--- src/rtl/vga_timing_480.sv ---
// 640x480@60 VGA raster generator: free-running h/v counters plus one registered
// decode stage that drives sync, active-video, coordinates and line/frame strobes.
module vga_timing_480 #(
  parameter int H_ACTIVE = 640,
  parameter int H_FP     = 16,
  parameter int H_SYNC   = 96,
  parameter int H_BP     = 48,
  parameter int V_ACTIVE = 480,
  parameter int V_FP     = 10,
  parameter int V_SYNC   = 2,
  parameter int V_BP     = 33,
  parameter bit SYNC_POL = 1'b0,
  parameter int CNT_W    = 10
) (
  input  logic             clk_in,
  input  logic             reset,
  input  logic             enable,
  output logic             hsync,
  output logic             vsync,
  output logic             video_on,
  output logic [CNT_W-1:0] x,
  output logic [CNT_W-1:0] y,
  output logic             line_start,
  output logic             frame_start
);

  localparam int H_TOTAL = H_ACTIVE + H_FP + H_SYNC + H_BP;
  localparam int V_TOTAL = V_ACTIVE + V_FP + V_SYNC + V_BP;

  localparam logic [CNT_W-1:0] H_MAX    = CNT_W'(H_TOTAL - 1);
  localparam logic [CNT_W-1:0] V_MAX    = CNT_W'(V_TOTAL - 1);
  localparam logic [CNT_W-1:0] H_VIS    = CNT_W'(H_ACTIVE);
  localparam logic [CNT_W-1:0] V_VIS    = CNT_W'(V_ACTIVE);
  localparam logic [CNT_W-1:0] HS_FIRST = CNT_W'(H_ACTIVE + H_FP);
  localparam logic [CNT_W-1:0] HS_LAST  = CNT_W'(H_ACTIVE + H_FP + H_SYNC - 1);
  localparam logic [CNT_W-1:0] VS_FIRST = CNT_W'(V_ACTIVE + V_FP);
  localparam logic [CNT_W-1:0] VS_LAST  = CNT_W'(V_ACTIVE + V_FP + V_SYNC - 1);
  localparam logic [CNT_W-1:0] ONE      = CNT_W'(1);

  logic [CNT_W-1:0] h_cnt_p0;
  logic [CNT_W-1:0] v_cnt_p0;
  logic             h_last_p0;
  logic             v_last_p0;
  logic             hsync_p0;
  logic             vsync_p0;
  logic             video_on_p0;
  logic [CNT_W-1:0] x_p0;
  logic [CNT_W-1:0] y_p0;
  logic             line_start_p0;
  logic             frame_start_p0;

  // Stage p0: raster counters
  always_ff @(posedge clk_in) begin
    if (!reset) begin
      h_cnt_p0 <= '0;
      v_cnt_p0 <= '0;
    end else if (enable) begin
      if (h_last_p0) begin
        h_cnt_p0 <= '0;
        v_cnt_p0 <= v_last_p0 ? '0 : v_cnt_p0 + ONE;
      end else begin
        h_cnt_p0 <= h_cnt_p0 + ONE;
      end
    end
  end

  always_comb begin
    h_last_p0      = (h_cnt_p0 == H_MAX);
    v_last_p0      = (v_cnt_p0 == V_MAX);
    hsync_p0       = ((h_cnt_p0 >= HS_FIRST) && (h_cnt_p0 <= HS_LAST)) ? SYNC_POL : ~SYNC_POL;
    vsync_p0       = ((v_cnt_p0 >= VS_FIRST) && (v_cnt_p0 <= VS_LAST)) ? SYNC_POL : ~SYNC_POL;
    video_on_p0    = (h_cnt_p0 < H_VIS) && (v_cnt_p0 < V_VIS);
    x_p0           = video_on_p0 ? h_cnt_p0 : '0;
    y_p0           = video_on_p0 ? v_cnt_p0 : '0;
    line_start_p0  = (h_cnt_p0 == '0);
    frame_start_p0 = (h_cnt_p0 == '0) && (v_cnt_p0 == '0);
  end

  // Stage p1: registered outputs, one cycle behind the counters; held while stalled
  always_ff @(posedge clk_in) begin
    if (!reset) begin
      hsync       <= ~SYNC_POL;
      vsync       <= ~SYNC_POL;
      video_on    <= 1'b0;
      x           <= '0;
      y           <= '0;
      line_start  <= 1'b0;
      frame_start <= 1'b0;
    end else if (enable) begin
      hsync       <= hsync_p0;
      vsync       <= vsync_p0;
      video_on    <= video_on_p0;
      x           <= x_p0;
      y           <= y_p0;
      line_start  <= line_start_p0;
      frame_start <= frame_start_p0;
    end
  end

endmodule

--- config.mk ---
export PLATFORM = sky130hd
export DESIGN_NAME = vga_timing_480
export DESIGN_NICKNAME = d
export VERILOG_FILES = /design/src/rtl/vga_timing_480.sv
export SDC_FILE = /design/constraint.sdc
export NUM_CORES = 1
export LEC_CHECK = 0
export ABC_AREA = 0
export CAP_MARGIN = 20
export CORE_AREA = 2 2 78 80
export DETAILED_ROUTE_END_ITERATION = 7
export DIE_AREA = 0 0 80 82
export DONT_BUFFER_PORTS = 1
export GPL_ROUTABILITY_DRIVEN = 0
export PLACE_DENSITY_LB_ADDON = 0.25
export SYNTH_ARGS = -nofsm -noshare
export SYNTH_HDL_FRONTEND = slang
export SYNTH_SLANG_ARGS = --single-unit
export TNS_END_PERCENT = 20
--- constraint.sdc ---
create_clock -name clk_in -period 1.8 [get_ports clk_in]
set_clock_uncertainty 0.05 [all_clocks]
set_input_delay 0.27 -clock clk_in [delete_from_list [all_inputs] [get_ports clk_in]]
set_output_delay 0.27 -clock clk_in [all_outputs]
set_load 0.02 [all_outputs]
* After elaboration in Yosys (flattened, before gate mapping)
Cells that the tools add are included.
Widths: inputs -> output; s select.
** Operators by class
- Reductions and logical operators :: 7
- Muxes and demuxes :: 6
- Order comparisons :: 6
- Equality and inequality tests :: 2
- Add/subtract/negate cells :: 2
** Operator list (number)
- $mux 10 :: 4
- $add 10x1->10 const B :: 2
- $eq 10x10->1 const B :: 2
- $logic_not 10->1 :: 2
- $ge 10x10->1 const B :: 1
- $ge 10x9->1 const B :: 1
- $le 10x10->1 const B :: 1
- $le 10x9->1 const B :: 1
- $lt 10x10->1 const B :: 1
- $lt 10x9->1 const B :: 1
- $logic_and 1x1->1 :: 4
- $mux 1 :: 2
- $reduce_and 2->1 :: 1
** Word-level totals
- Logic and storage cells :: 32
- Register bits after elaboration :: 45
- Bits of input ports :: 3
- Output and inout bits :: 25

* Longest topological paths before layout
Gate-level depths: netlist of run 1.
- Word-level depth :: 3
- Depth in mapped cells :: 6
- Gate-level depth less buffers :: 5

* Least setup slack after synthesis of run 1
OpenSTA, ideal clock, no wires.
- Kind :: register -> register
- Start point :: register h_cnt_p0[0]
- End point :: register v_cnt_p0[6]
- Path buffers :: 1
- Data required time :: 1.680 ns
- Stages on the path, launching flop included :: 7
- Library setup time :: 0.070 ns
- Data arrival time :: 1.837 ns
- Path slack :: -0.156 ns
- Period minus slack after synthesis :: 1.956 ns
- Cell sequence :: dfxtp_1 -> ha_1 -> nand4_1 -> buf_2 -> or4_1 -> or3_1 -> a21oi_1
** Between the ends
- Word-level cells in the longest chain between the ends :: 2
** RTL lines
- start: declaration :: line 40 : logic [CNT_W-1:0] h_cnt_p0;
- start signal: assignment :: line 62 : h_cnt_p0 <= h_cnt_p0 + ONE;
- $eq 10x10->1 :: line 68 : h_last_p0 = (h_cnt_p0 == H_MAX);
- $reduce_and 2->1 (no line)
- end signal: assignment :: line 60 : v_cnt_p0 <= v_last_p0 ? '0 : v_cnt_p0 + ONE;
- end: declaration :: line 41 : logic [CNT_W-1:0] v_cnt_p0;
Every way passes these cells.
A chain may end at the register's enable or synchronous reset.

* Final worst setup path of run 1
- Start point :: register h_cnt_p0[0]
- End point :: register v_cnt_p0[8]
Same word-level chain as after synthesis.

==> flow_summary.yaml, run 1 <==
power_and_ir_drop:
  clock_power_share: 0.421
  power_uw: 1910
  p_int_uw: 1500
  seq_power_share: 0.541
  p_per_area_mw_per_mm2: 812
  sw_frac_of_total: 0.216
  leakagePower_uw: 0.000917
  comb_power_share: 0.037
  irDropWorstVdd_v: 0.000331
  p_switching_uw: 411
yosys:
  netlist_area_sq_mm: 0.00201
  yosysMostFrequentCell: "dfxtp_1"
  synthTopCellsByArea: "dfxtp_1 (45%), a22o_1 (7.4%), xnor2_1 (3.5%)"
  synth_top_family_by_area: "simple AND/OR/NAND/NOR gates"
  synth_cell_types: 52
  synth-compound-area-share: 0.143
  synth_edf_count: 0
  synthArstFlopShare: 0
  netlist_instances: 197
  synth_xor_area_frac: 0.0522
  seq_area_frac_synth: 0.447
  ys_seq_elements: 45
  synthMuxAreaShare: 0.00497
  syn_avg_cell_area_sq_um: 10.2
  yosysWarnings: 0
  synth_flop_cell: "dfxtp_1"
  synth_top_area_share: 0.447
  synthAdderAreaFrac: 0.0311
  syn_nets: 205
  synth_common_cells: "dfxtp_1 (45), a22o_1 (17), nand2_1 (12), nor2_1 (12), nand3_1 (10)"
  synth-simple-area-share: 0.236
  synth_largest_area_cell: "dfxtp_1"
setup_path:
  worstPathMaxFanout: 3
  worstPathArrival_ns: 1.98
  critPathCaptureType: "flop"
  startpoint_type: "flop"
  crit_type: "reg2reg"
  cp.required_ns: 1.99
  r2r_slack_ns: 0.005
  reg2reg_depth: 5
  r2r-start: "h_cnt_p0[0]$_SDFFE_PN0P_"
  reg2reg_to: "v_cnt_p0[8]$_SDFFE_PN0P_"
sta:
  final-setup-viol-count: 0
  fin_crit_ns: 1.80
  relSlewSlack: 0.744
  worst_pin_slew_ns: 0.380
  tns_ns: 0
  setup_slack_ns: 0.00491
  maxSlewViolCount: 0
  fmax_mhz: 557
  finalCritPeriodShare: 0.997
  hold_viol_final: 0
  rsz0062_at_grt: "yes"
global_routing:
  grt_pass1_vias: 1478
  busiest_layer: "met2"
  grt_usage: 0.152
  antenna_found_initial: 0
  grt_overflow_total: 0
  grt_max_degree: 23
  grtUsageMet1: 0.207
  grtUsageMet3: 0.0319
  globalRouteMet2Util: 0.228
  grt_pass1_wl_mm: 7.45
clock_tree:
  cts_root_buffer: "clkbuf_8"
  h-tree-depth: 2
  cts_buffers: 5
  postCtsSetupBuffers: 0
  cts_tree: "done"
  clkLatencyLatePin_ns: 0.30
  cts.clk_slew.worst_paths_ns: 0.09
  cts.sinks: 45
  clock_path_buffers: 2
die:
  rows: 28
  io_pins: 28
  dieArea_sq_mm: 0.00656
  initial_core_util: 0.350
  die_h_um: 82
  die_w_um: 80
  coreArea_sq_mm: 0.00575
status:
  status: "completed"
flow_run:
  maxCapViolCount: 0
placed_design:
  preCtsSetupSlack_ns: -0.0375
  port_buffers: 0
  dp_hpwl_mm: 3.27
route:
  drtAntennaViolNets: 0
  drtIter0Drc: 52
  totalWireLength_mm: 4.68
  routed_via_density: 5.24
  wl_per_cell_um: 15.9
  dr.pass1.iters: 4
  vias: 1547
  remaining_drc_errors: 0
final_layout:
  area_growth_pct: 16.7
  drive_gt1_frac: 0.245
  final_core_util: 0.409
  antenna_cells: 0
  nets: 227
hold_path:
  holdPathEnd: "h_cnt_p0[1]$_SDFFE_PN0P_"
  hold_start: "reset"
  hold_class: "in2reg"
  hold_depth: 1
[sequential cells by signal, summed over array words and instances, names as in the netlist]
register and flops:
x 10, hsync 1, video_on 1, h_cnt_p0 10, y 10, vsync 1, v_cnt_p0 10, frame_start 1
line_start 1
[worst max-delay path, stage by stage, from the launching register on]
cell,delay (ns)
dfxtp_4,0.36
ha_4,0.12
nand4_1,0.11
or4_4,0.54
or4_4,0.43
a21oi_2,0.11
[power groups by stage]
stage | Combinational [uW] | Sequential, uW | Clock (uW)
finish | 71.4 | 1030 | 803
global route | 80.5 | 1030 | 857
CTS | 71.0 | 1030 | 818
detailed placement | 67.9 | 1060 | 0
global placement | 66.8 | 1050 | 0
floorplan | 46.7 | 1060 | 0
[metrics by stage]
step / cell area [sq um] / hold WS, ns / instances
2_1_floorplan: 2040 / 0.360 / 197
3_3_place_gp: 2180 / 0.288 / 286
3_5_place_dp: 2180 / 0.289 / 286
4_1_cts: 2320 / 0.0370 / 295
5_1_grt: 2350 / 0.0393 / 295
6_report: 2350 / 0.0452 / 295
[cell type report]
class | count | area, sq um
clock inverter | 1 | 30.0
sequential | 45 | 908
tap | 75 | 93.8
timing repair buffer | 28 | 213
fill | 570 | 3400
clock buffer | 7 | 86.3
inverter | 6 | 22.5
multi-input combinational | 133 | 995
[worst max-delay path by stage]
| stage | slack, ns | cells after the start | endpoint | start |
|---|---|---|---|---|
| after detailed placement | -0.04 | 6 | v_cnt_p0[0]$_SDFFE_PN0P_ | h_cnt_p0[1]$_SDFFE_PN0P_ |
| final | 0.005 | 5 | v_cnt_p0[8]$_SDFFE_PN0P_ | h_cnt_p0[0]$_SDFFE_PN0P_ |
| after CTS | -0.006 | 5 | v_cnt_p0[8]$_SDFFE_PN0P_ | h_cnt_p0[0]$_SDFFE_PN0P_ |
| after floorplan | -0.002 | 5 | v_cnt_p0[8]$_SDFFE_PN0P_ | h_cnt_p0[6]$_SDFFE_PN0P_ |
| after global routing | -0.08 | 5 | v_cnt_p0[8]$_SDFFE_PN0P_ | h_cnt_p0[1]$_SDFFE_PN0P_ |
| after global placement | -0.002 | 6 | v_cnt_p0[0]$_SDFFE_PN0P_ | h_cnt_p0[1]$_SDFFE_PN0P_ |
[timing repair]
item | CTS | global route
gates cloned | 0 | 0
endpoints found under the hold margin | 2 | 0
hold buffers | 1 | 0
resized for setup | 3 | 5
setup endpoints to repair | 6 | 7
pin swaps | 0 | 3
[per-layer routing]
metal  vias to the layer above  routed length (um)  share of wire
met2                        46                2070           0.44
met3                         6                 295          0.063
met4                         0                  79          0.017
met1                       743                2240           0.48
li1                        752                   -              -
met5                         -                   0              0
[placed cells by master (no fill, tap or decap), drive strengths merged, types with 2 or more instances in the layout]
cell,n
dfxtp,45
buf,27
a22o,18
nand2,12
nor2,12
nand3,10
xnor2,8
o21ai,8
clkbuf,7
inv,6
and2,5
nor3,5
ha,5
xor2,4
nand4b,4
nor4,4
nand4,3
and4,3
or3,3
or4,3
and3,3
a21oi,3
nor2b,2
nor4b,2
or2,2
[cell families after synthesis]
family | after synthesis
compound gates | 38
fa+ha+maj | 5
simple gates | 77
mux | 1
flops | 45
xor+xnor | 12
buf+inv | 19
Power figures use the tool's default switching activity.
==> run 2, diff against run 1 <==
--- a/config.mk
+++ b/config.mk
@@ -10,2 +10,3 @@
 export CORE_AREA = 2 2 78 80
+export CTS_CLUSTER_DIAMETER = 60
 export DETAILED_ROUTE_END_ITERATION = 7
==> constraint.sdc (replaced) <==
create_clock -name clk_in -period 1.8 [get_ports clk_in]
set_clock_uncertainty 0.05 [all_clocks]
set_input_delay 0.36 -clock clk_in [delete_from_list [all_inputs] [get_ports clk_in]]
set_output_delay 0.36 -clock clk_in [all_outputs]
set_load 0.02 [all_outputs]
==> run 2 against run 1 <==
Against the previous run:
- total power is 0.33% lower
- cell count is 0.34% lower
- critical endpoint unchanged
- critical path depth stayed put
==> flow_summary.yaml, run 2 (synthesis gave the netlist of run 1 again) <==
status:
  status: "completed"
final_layout:
  final_cell_mix: "dfxtp_1 (41), buf_4 (27), a22o_1 (17)"
  antenna_cells: 0
  fin_area_sq_mm: 0.00234
  final_common_cell: "dfxtp_1"
  ff_latch_area_sq_um: 908
  area_growth_pct: 16.2
  drive_gt1_frac: 0.247
  multi_input_area_sq_um: 995
  nets: 226
  nFillCells: 571
setup_path:
  slowest_delay_ns: 0.54
  cp.required_ns: 1.99
  cp_cell_sequence: "ha_4 -> nand4_1 -> or4_4 -> or4_4 -> a21oi_2"
  critical_path.top_delay_family: "simple AND/OR/NAND/NOR gates"
  crit_buf_inv: 0
  crit_slowest_cell: "or4_4"
  startpoint_type: "flop"
  crit_type: "reg2reg"
  critPathCaptureType: "flop"
  cp_common_cell: "or4_4"
  worstPathArrival_ns: 1.98
  worstPathMaxFanout: 3
die:
  initial_core_util: 0.350
  rows: 28
  dieArea_sq_mm: 0.00656
  die_w_um: 80
  die_h_um: 82
  io_pins: 28
  coreArea_sq_mm: 0.00575
global_routing:
  grt_pass1_wl_mm: 7.40
  grt_overflow_total: 0
  grt_pass1_vias: 1472
  antenna_found_initial: 0
  grt_usage: 0.151
  grt_max_degree: 23
sta:
  worst_pin_slew_ns: 0.376
  fin_crit_ns: 1.79
  fmax_mhz: 558
  maxSlewViolCount: 0
  relSlewSlack: 0.747
  finalCritPeriodShare: 0.996
  rsz0062_at_grt: "yes"
  final-setup-viol-count: 0
  hold_viol_final: 0
route:
  remaining_drc_errors: 0
  drtIter0Drc: 44
  dr.pass1.iters: 4
  routed_via_density: 5.19
  vias: 1526
  drtAntennaViolNets: 0
  wl_per_cell_um: 15.8
  totalWireLength_mm: 4.64
placed_design:
  port_buffers: 0
  place_area_sq_mm: 0.00218
  dp_hpwl_mm: 3.27
clock_tree:
  cts_tree: "done"
  clock_path_buffers: 2
  cts_root_buffer: "clkbuf_8"
  postCtsSetupBuffers: 0
  cts_buffers: 5
  clkLatencyLatePin_ns: 0.30
  cts.clk_slew.worst_paths_ns: 0.08
  cts.sinks: 45
  h-tree-depth: 2
power_and_ir_drop:
  power_uw: 1900
  p_per_area_mw_per_mm2: 812
  irDropWorstVdd_v: 0.000331
  leakagePower_uw: 0.000912
hold_path:
  hold_class: "in2reg"
flow_run:
  maxCapViolCount: 0
## run 2: changes by cell type in the layout (fill, tap and decap cells not counted), sizes merged
cell / delta
dlygate4sd3: -1
## run 2: cell type report
class,count,area share
Clock buffer,7,0.0369
Clock inverter,1,0.0128
Inverter,6,0.00963
Multi-Input combinational cell,133,0.425
Sequential cell,45,0.388
Tap cell,75,0.0401
Timing Repair Buffer,27,0.0867
## run 2: metal layers
layer | global-route usage | wire length (um)
met5 | 0 | 0
met4 | 0.0763 | 79
met3 | 0.0330 | 262
met2 | 0.227 | 2050
met1 | 0.203 | 2250
## run 2: metrics by stage
stage | hold WS (ns) | setup slack [ns] | TNS (ns) | utilization | instances
after floorplan | 0.426 | -0.00234 | -0.00234 | - | 197
after CTS | 0.0714 | -0.00609 | -0.00609 | 0.402 | 294
final | 0.0781 | 0.00669 | 0 | 0.407 | 294
after global routing | 0.0781 | -0.0760 | -0.124 | 0.407 | 294
after global placement | 0.378 | -0.00170 | -0.00181 | 0.380 | 286
after detailed placement | 0.379 | -0.0375 | -0.198 | 0.380 | 286
## run 2: power by group
group | total [uW] | switching (uW) | internal [uW] | leakage, uW
clock | 800 | 346 | 453 | 0.0000585
combinational | 68.8 | 37.9 | 30.9 | 0.000488
sequential | 1030 | 21.8 | 1010 | 0.000366
total | 1900 | 406 | 1490 | 0.000912
## run 2: timing repair
action	in CTS	in global routing
hold buffers	0	0
resized for setup	3	5
hold endpoints to repair	0	0
setup endpoints to repair	6	7
pin swaps	0	3
## run 2: path summary, 6_finish.rpt
kind	from	to	slack, ns	depth (start not counted)
setup / recovery	h_cnt_p0[1]$_SDFFE_PN0P_	v_cnt_p0[8]$_SDFFE_PN0P_	0.007	5
hold / removal	reset	vsync$_SDFFE_PN1P_	0.08	1
setup reg to reg	h_cnt_p0[1]$_SDFFE_PN0P_	v_cnt_p0[8]$_SDFFE_PN0P_	0.007	5
hold reg to reg	line_start$_SDFFE_PN0P_	line_start$_SDFFE_PN0P_	0.49	2
